File: config.mk
export PLATFORM = sky130hd
export DESIGN_NAME = spike_window_monitor
export DESIGN_NICKNAME = d
export VERILOG_FILES = /design/src/rtl/spike_mon_pkg.sv /design/src/rtl/spike_window_monitor_result_buffer.sv /design/src/rtl/spike_window_monitor.sv
export SDC_FILE = /design/constraint.sdc
export NUM_CORES = 1
export LEC_CHECK = 0
export ABC_AREA = 1
export CAP_MARGIN = 20
export CORE_MARGIN = 2
export CORE_UTILIZATION = 55
export DETAILED_ROUTE_END_ITERATION = 7
export GPL_ROUTABILITY_DRIVEN = 0
export PLACE_DENSITY_LB_ADDON = 0.2
export SLEW_MARGIN = 20
export SYNTH_ARGS = -nofsm -noshare
export SYNTH_HDL_FRONTEND = slang
export SYNTH_HIERARCHICAL = 1
export SYNTH_SLANG_ARGS = --single-unit
File: constraint.sdc
create_clock -name clk -period 3 [get_ports clk]
set_input_delay 0.75 -clock clk [delete_from_list [all_inputs] [get_ports clk]]
set_output_delay 0.75 -clock clk [all_outputs]
set_load 0.05 [all_outputs]
File: src/rtl/spike_mon_pkg.sv
// Shared types and default widths for the spike window monitor.
package spike_mon_pkg;

  localparam int DEF_CNT_W   = 8;
  localparam int DEF_WIN_W   = 8;
  localparam int DEF_STATE_W = 8;

  typedef enum logic {
    IDLE = 1'b0,
    RUN  = 1'b1
  } mon_state_t;

  typedef struct packed {
    logic [DEF_CNT_W-1:0]   count;
    logic [DEF_STATE_W-1:0] peak;
  } result_t;

endpackage

File: src/rtl/spike_window_monitor_result_buffer.sv
// One-deep valid/ready holding register; a load that finds it full is dropped
// and raises a sticky overrun flag.
module result_buffer #(
  parameter int DATA_W = 16
) (
  input  logic              clk,
  input  logic              rst,
  input  logic              load,
  input  logic [DATA_W-1:0] load_data,
  output logic              out_valid,
  input  logic              out_ready,
  output logic [DATA_W-1:0] out_data,
  output logic              overrun
);

  logic              valid_reg;
  logic [DATA_W-1:0] data_reg;
  logic              overrun_reg;
  logic              slot_free;

  // A consume on the same edge frees the slot for an incoming record.
  assign slot_free = !valid_reg || out_ready;

  always_ff @(posedge clk) begin
    if (rst) begin
      valid_reg   <= 1'b0;
      data_reg    <= '0;
      overrun_reg <= 1'b0;
    end else if (load && slot_free) begin
      valid_reg <= 1'b1;
      data_reg  <= load_data;
    end else if (load) begin
      overrun_reg <= 1'b1;
    end else if (valid_reg && out_ready) begin
      valid_reg <= 1'b0;
    end
  end

  assign out_valid = valid_reg;
  assign out_data  = data_reg;
  assign overrun   = overrun_reg;

endmodule

File: src/rtl/spike_window_monitor.sv
// Counts spikes and tracks peak membrane state over programmable windows,
// handing each window's record to a one-deep output buffer.
module spike_window_monitor
  import spike_mon_pkg::*;
#(
  parameter int CNT_W   = DEF_CNT_W,
  parameter int WIN_W   = DEF_WIN_W,
  parameter int STATE_W = DEF_STATE_W
) (
  input  logic               clk,
  input  logic               rst,
  input  logic               enable,
  input  logic [WIN_W-1:0]   window_len,
  input  logic               spike_in,
  input  logic [STATE_W-1:0] state_in,
  output logic               out_valid,
  input  logic               out_ready,
  output logic [CNT_W-1:0]   out_count,
  output logic [STATE_W-1:0] out_peak,
  output logic               overrun,
  output logic               busy
);

  mon_state_t         state_reg, state_next;
  logic [WIN_W-1:0]   win_len_reg;
  logic [WIN_W-1:0]   tick_reg;
  logic [CNT_W-1:0]   count_reg, count_next;
  logic [STATE_W-1:0] peak_reg, peak_next;
  logic               start, sampling, last;
  logic [CNT_W+STATE_W-1:0] buf_data;

  assign start    = (state_reg == IDLE) && enable && (window_len != '0);
  assign sampling = (state_reg == RUN) && enable;
  assign last     = (tick_reg == win_len_reg - 1'b1);

  always_ff @(posedge clk) begin
    if (rst) state_reg <= IDLE;
    else     state_reg <= state_next;
  end

  always_comb begin
    state_next = state_reg;
    case (state_reg)
      IDLE: if (start) state_next = RUN;
      RUN: begin
        if (!enable)                          state_next = IDLE;
        else if (last && window_len == '0)    state_next = IDLE;
      end
      default: state_next = IDLE;
    endcase
  end

  always_comb begin
    busy = (state_reg == RUN);
  end

  // Results include the sample taken on the closing edge.
  always_comb begin
    count_next = count_reg;
    if (spike_in && count_reg != '1) count_next = count_reg + 1'b1;
    peak_next = (state_in > peak_reg) ? state_in : peak_reg;
  end

  always_ff @(posedge clk) begin
    if (rst) begin
      win_len_reg <= '0;
      tick_reg    <= '0;
      count_reg   <= '0;
      peak_reg    <= '0;
    end else if (start || (sampling && last)) begin
      win_len_reg <= window_len;
      tick_reg    <= '0;
      count_reg   <= '0;
      peak_reg    <= '0;
    end else if (sampling) begin
      tick_reg  <= tick_reg + 1'b1;
      count_reg <= count_next;
      peak_reg  <= peak_next;
    end
  end

  assign buf_data = {count_next, peak_next};

  result_buffer #(
    .DATA_W(CNT_W + STATE_W)
  ) u_result_buffer (
    .clk      (clk),
    .rst      (rst),
    .load     (sampling && last),
    .load_data(buf_data),
    .out_valid(out_valid),
    .out_ready(out_ready),
    .out_data ({out_count, out_peak}),
    .overrun  (overrun)
  );

endmodule

Word-level counts from Yosys, hierarchy flattened
Index checks and enable logic that the tools add are counted.
{ "word_totals": {"ff_bits": 51, "inputBits": 21, "out_inout_bits": 19, "elab_cells": 43} }
{ "classes": {"n_addsub": 3, "magnitude_cmp": 1, "eq_ne": 3, "muxes": 9, "n_bitwise": 2, "reduce_logical": 17} }
{ "op_table": {"columns": ["cell", "n"], "rows": [
  ["$add 8x1->8 const B", 2],
  ["$mux 8", 2],
  ["$eq 8x8->1", 1],
  ["$gt 8x8->1", 1],
  ["$logic_and 1x1->1", 8],
  ["$logic_not 8->1", 1],
  ["$ne 8x8->1 const B", 1],
  ["$reduce_bool 8->1", 1],
  ["$sub 8x1->8 const B", 1],
  ["$mux 1", 6],
  ["$reduce_and 2->1", 2],
  ["$logic_or 1x1->1", 2],
  ["$ne 2x2->1 const B", 1],
  ["$not 1->1", 2],
  ["$pmux 1 s2", 1],
  ["$reduce_bool 2->1", 1],
  ["$reduce_or 2->1", 1],
  ["$logic_not 1->1", 1]
]} }

Longest topological paths before layout
{ "logic_depth": {"word_depth": 6, "ltp_mapped": 17, "mapped_depth_nobuf": 14} }

By module
Netlist, hierarchy kept.
{ "by_module_without_submodules": {"columns": ["mod", "instances", "cells_per_inst", "area_per_inst_um2", "seq_area_each_um2"], "rows": [
  ["spike_window_monitor", 1, 333, 2234.6, 660.6],
  ["result_buffer", 1, 114, 853.3, 360.3]
]} }

Worst setup path before layout
Ideal clock, no wire load.
{ "synth_path": {"path_kind": "input to register", "start": "in state_in[7]", "end": "reg peak_reg[1]", "setup_ps": 122, "t_arrival_ps": 2011, "required_time_ps": 2878, "slack_ps": 867, "cell_stages": 10, "n_path_buf": 0, "path_cell_list": "ha_1 > nand2_1 > nor2_1 > nand2_1 > nand2_2 > nand2_1 > nand2_1 > nand2_1 > o21ai_0 > nor2_4"} }
{ "synth_via": {"elab_chain_cells": 2} }
{ "synth_rtl": {"columns": ["element", "line", "rtl"], "rows": [
  ["start, declared", "spike_window_monitor.sv:15", "input logic [STATE_W-1:0] state_in,"],
  ["$gt 8x8->1", "spike_window_monitor.sv:61", "peak_next = (state_in > peak_reg) ? state_in : peak_reg;"],
  ["$mux 8", "spike_window_monitor.sv:61", null],
  ["named net peak_next[1]", "spike_window_monitor.sv:28", "logic [STATE_W-1:0] peak_reg, peak_next;"],
  ["end signal, assigned", "spike_window_monitor.sv:78", "peak_reg <= peak_next;"],
  ["end, declared", "spike_window_monitor.sv:28", null]
]} }
The timed path passes the listed nets, and every way through them passes these cells.
A chain may end at the register's enable or synchronous reset.

Worst setup path after layout
{ "layout_path": {"start": "in state_in[6]", "end": "reg peak_reg[4]"} }
Same word-level chain as after synthesis.

==> results.yml <==
final_layout:
  largest_register_ffs: 16
  antennaDiodeCount: 0
  final-instance-count-excl-fill: 554
  area_delta_synth_final_pct: 15.7
  layout-drive-gt1-share_pct: 9.75
  fillers: 511
  fin_nets: 513
worst_setup_path:
  worstPathArrival_ns: 2.74
  worstReg2RegStart: "win_len_reg[0]"
  crit_path_top_delay_cell: "clkdlybuf4s50_1"
  critPathMaxFanout: 9
  max_stage_delay_ns: 0.45
  cp_data_required_time_ns: 3.19
  cp_common_cell: "nand2_1"
  worstSetupEndpointType: "register"
  path_cells: "clkdlybuf4s50_1, ha_1, nand2_1, nor2_1, nand2_1, nand2_2, nand2_1, nand2_1, nand2_1, o21ai_0, nor2_4"
  worstSetupStartpoint: "state_in[6]"
  crit_type: "primary input to register"
  startpoint_type: "primary input"
routing:
  post-route-drc-count: 0
  postRouteAntennaNets: 0
  vias: 2798
  wl_per_cell_um: 11.6
  drtPass1Iterations: 4
  via_per_inst: 5.05
  drt_iter0_drc: 144
  wl_um: 6410
floorplan:
  core_area_sq_mm: 0.00547
  dieHeight_um: 78.9
  num_io_pins: 40
  fp.dieW_um: 78.9
  rows: 27
  start_util_pct: 56.4
  die_area_sq_mm: 0.00623
yosys:
  avgSynthCellArea_sq_um: 6.91
  ys_warn_count: 6
  synth.distinct_cells: 32
  async_reset_ff_share_pct: 0
  synth_edf_count: 0
  ys_ff_latch: 51
  syn-num-nets: 479
  syn-cell-area_sq_mm: 0.00309
  ys_seq_area_share_pct: 33.1
  postSynthCellCount: 447
  ys.flop_type: "dfxtp_1"
status:
  outcome: "finished, final reports clean"
grt:
  grt_max_degree: 35
  grt_pass1_vias: 2538
  antenna_found_initial: 0
  grt_usage_pct: 21.7
  grt_first_pass_wirelength_um: 11000
  grt_overflow: 0
cts:
  ctsHoldBuffers: 0
  cts_sinks: 51
  cts_tree: "built"
  htreeDepth: 2
  cts_setup_buffers: 0
  postCtsResizedCells: 0
  clk_latency_ns: 0.31
  numCtsBuffers: 5
  path_clk_slew_ns: 0.09
  cts_buffer_depth: 2
  cts-root-buf: "clkbuf_8"
place:
  dp.cells: 546
  io_buffers: 39
  dpl.hpwl_um: 4700
sta:
  setup-violations-final: 0
  slew_viol_final: 0
  hold_violations: 0
  holdWs_ns: 0.452
  timing.final.crit_share_pct: 85.0
  fmax_mhz: 392
  rsz0062_at_grt: "false"
  slew_headroom_pct: 66.1
  worstMarginPinSlew_ns: 0.507
  period_minus_slack_ns: 2.55
  tns_ns: 0
  fin_skew_ns: 0.00894
power_and_ir_drop:
  p_per_area_mw_per_mm2: 414
  vdd_drop_max_uv: 314
  leakagePower_nw: 1.54
worst_hold_path:
  hp-class: "register to register"
  hold_start: "u_result_buffer/overrun"
job:
  drv_cap: 0
[logic make-up after synthesis]
family,Yosys count,share of synthesized area (%)
buffers and inverters,74,12.0
and+or+nand+nor,240,36.5
DFF,51,33.1
AOI/OAI and AO/OA,54,9.20
xor gates and xnor gates,17,4.82
adders and majority gates,11,4.46
[cells in the final DEF, fill, tap and decap left out, types with 4 or more instances in the layout]
| cell | count |
|---|---|
| a21oi_1 | 35 |
| buf_4 | 5 |
| clkbuf_8 | 6 |
| clkdlybuf4s50_1 | 39 |
| dfxtp_1 | 51 |
| ha_1 | 11 |
| inv_1 | 51 |
| inv_2 | 4 |
| nand2_1 | 119 |
| nand2_2 | 4 |
| nand3_1 | 38 |
| nand3_2 | 6 |
| nor2_1 | 47 |
| nor2_2 | 5 |
| nor2_4 | 7 |
| o21ai_0 | 15 |
| xor2_1 | 14 |
[area by class of cell]
class	instances	area [sq um]	share of cell area, %
clock buffer	6	82.6	2.31
clock inverter	2	38.8	1.09
inverter	57	214	5.99
multi-input combinational	322	1700	47.5
sequential	51	1020	28.6
tap	72	90.1	2.52
timing repair buffer	44	428	12.0
[layer usage]
metal	GRT usage (%)	vias to the layer above	part of all wire [%]
met2	40.6	38	52
met3	3.41	8	2.3
met5	0	-	0
met4	7.07	0	1.4
met1	25.2	1278	44
li1	-	1474	-
[where the power goes]
| part | internal, W | switching (W) |
|---|---|---|
| Clock | 0.000275 | 0.000238 |
| Combinational | 0.000102 | 0.000154 |
| Sequential | 0.000693 | 0.0000179 |
| Total | 0.00107 | 0.000410 |
[worst max-delay path: cells and delay by family]
family	cells	cell delay, ns
AOI/OAI and AO/OA	1	0.30
adders and majority gates	1	0.31
buffers and inverters	1	0.45
and+or+nand+nor	8	0.92
[metrics by stage]
stage | util (%) | power, W | area [sq um] | worst slack [ns]
global route | 65.3 | 0.00155 | 3570 | 0.327
detailed placement | 63.1 | 0.000981 | 3450 | 0.196
global placement | 63.1 | 0.000975 | 3450 | 0.268
finish | 65.3 | 0.00148 | 3570 | 0.451
CTS | 65.3 | 0.00149 | 3570 | 0.525
floorplan | - | 0.000910 | 3090 | 0.867
[synthesized netlist by cell type, drive strengths merged (3+ instances only)]
cell type	instances	area share, %
ha	11	4.5
nor3	3	0.49
nor2	59	9.3
inv	55	6.7
clkbuf	4	0.53
dfxtp	51	33
buf	13	4.5
nand3	46	9.2
a21oi	38	6.5
nand2	124	16
nand4	4	1.0
xor2	14	4.0
xnor2	3	0.85
o21ai	15	2.4
[final timing paths]
check | cells after the start | slack (ns) | end
min | 2 | 0.45 | u_result_buffer/overrun
max reg2reg | 14 | 0.55 | u_result_buffer/out_data[14]
min reg2reg | 2 | 0.45 | u_result_buffer/overrun
max | 11 | 0.45 | peak_reg[4]
(Power assumes the default switching activity.)
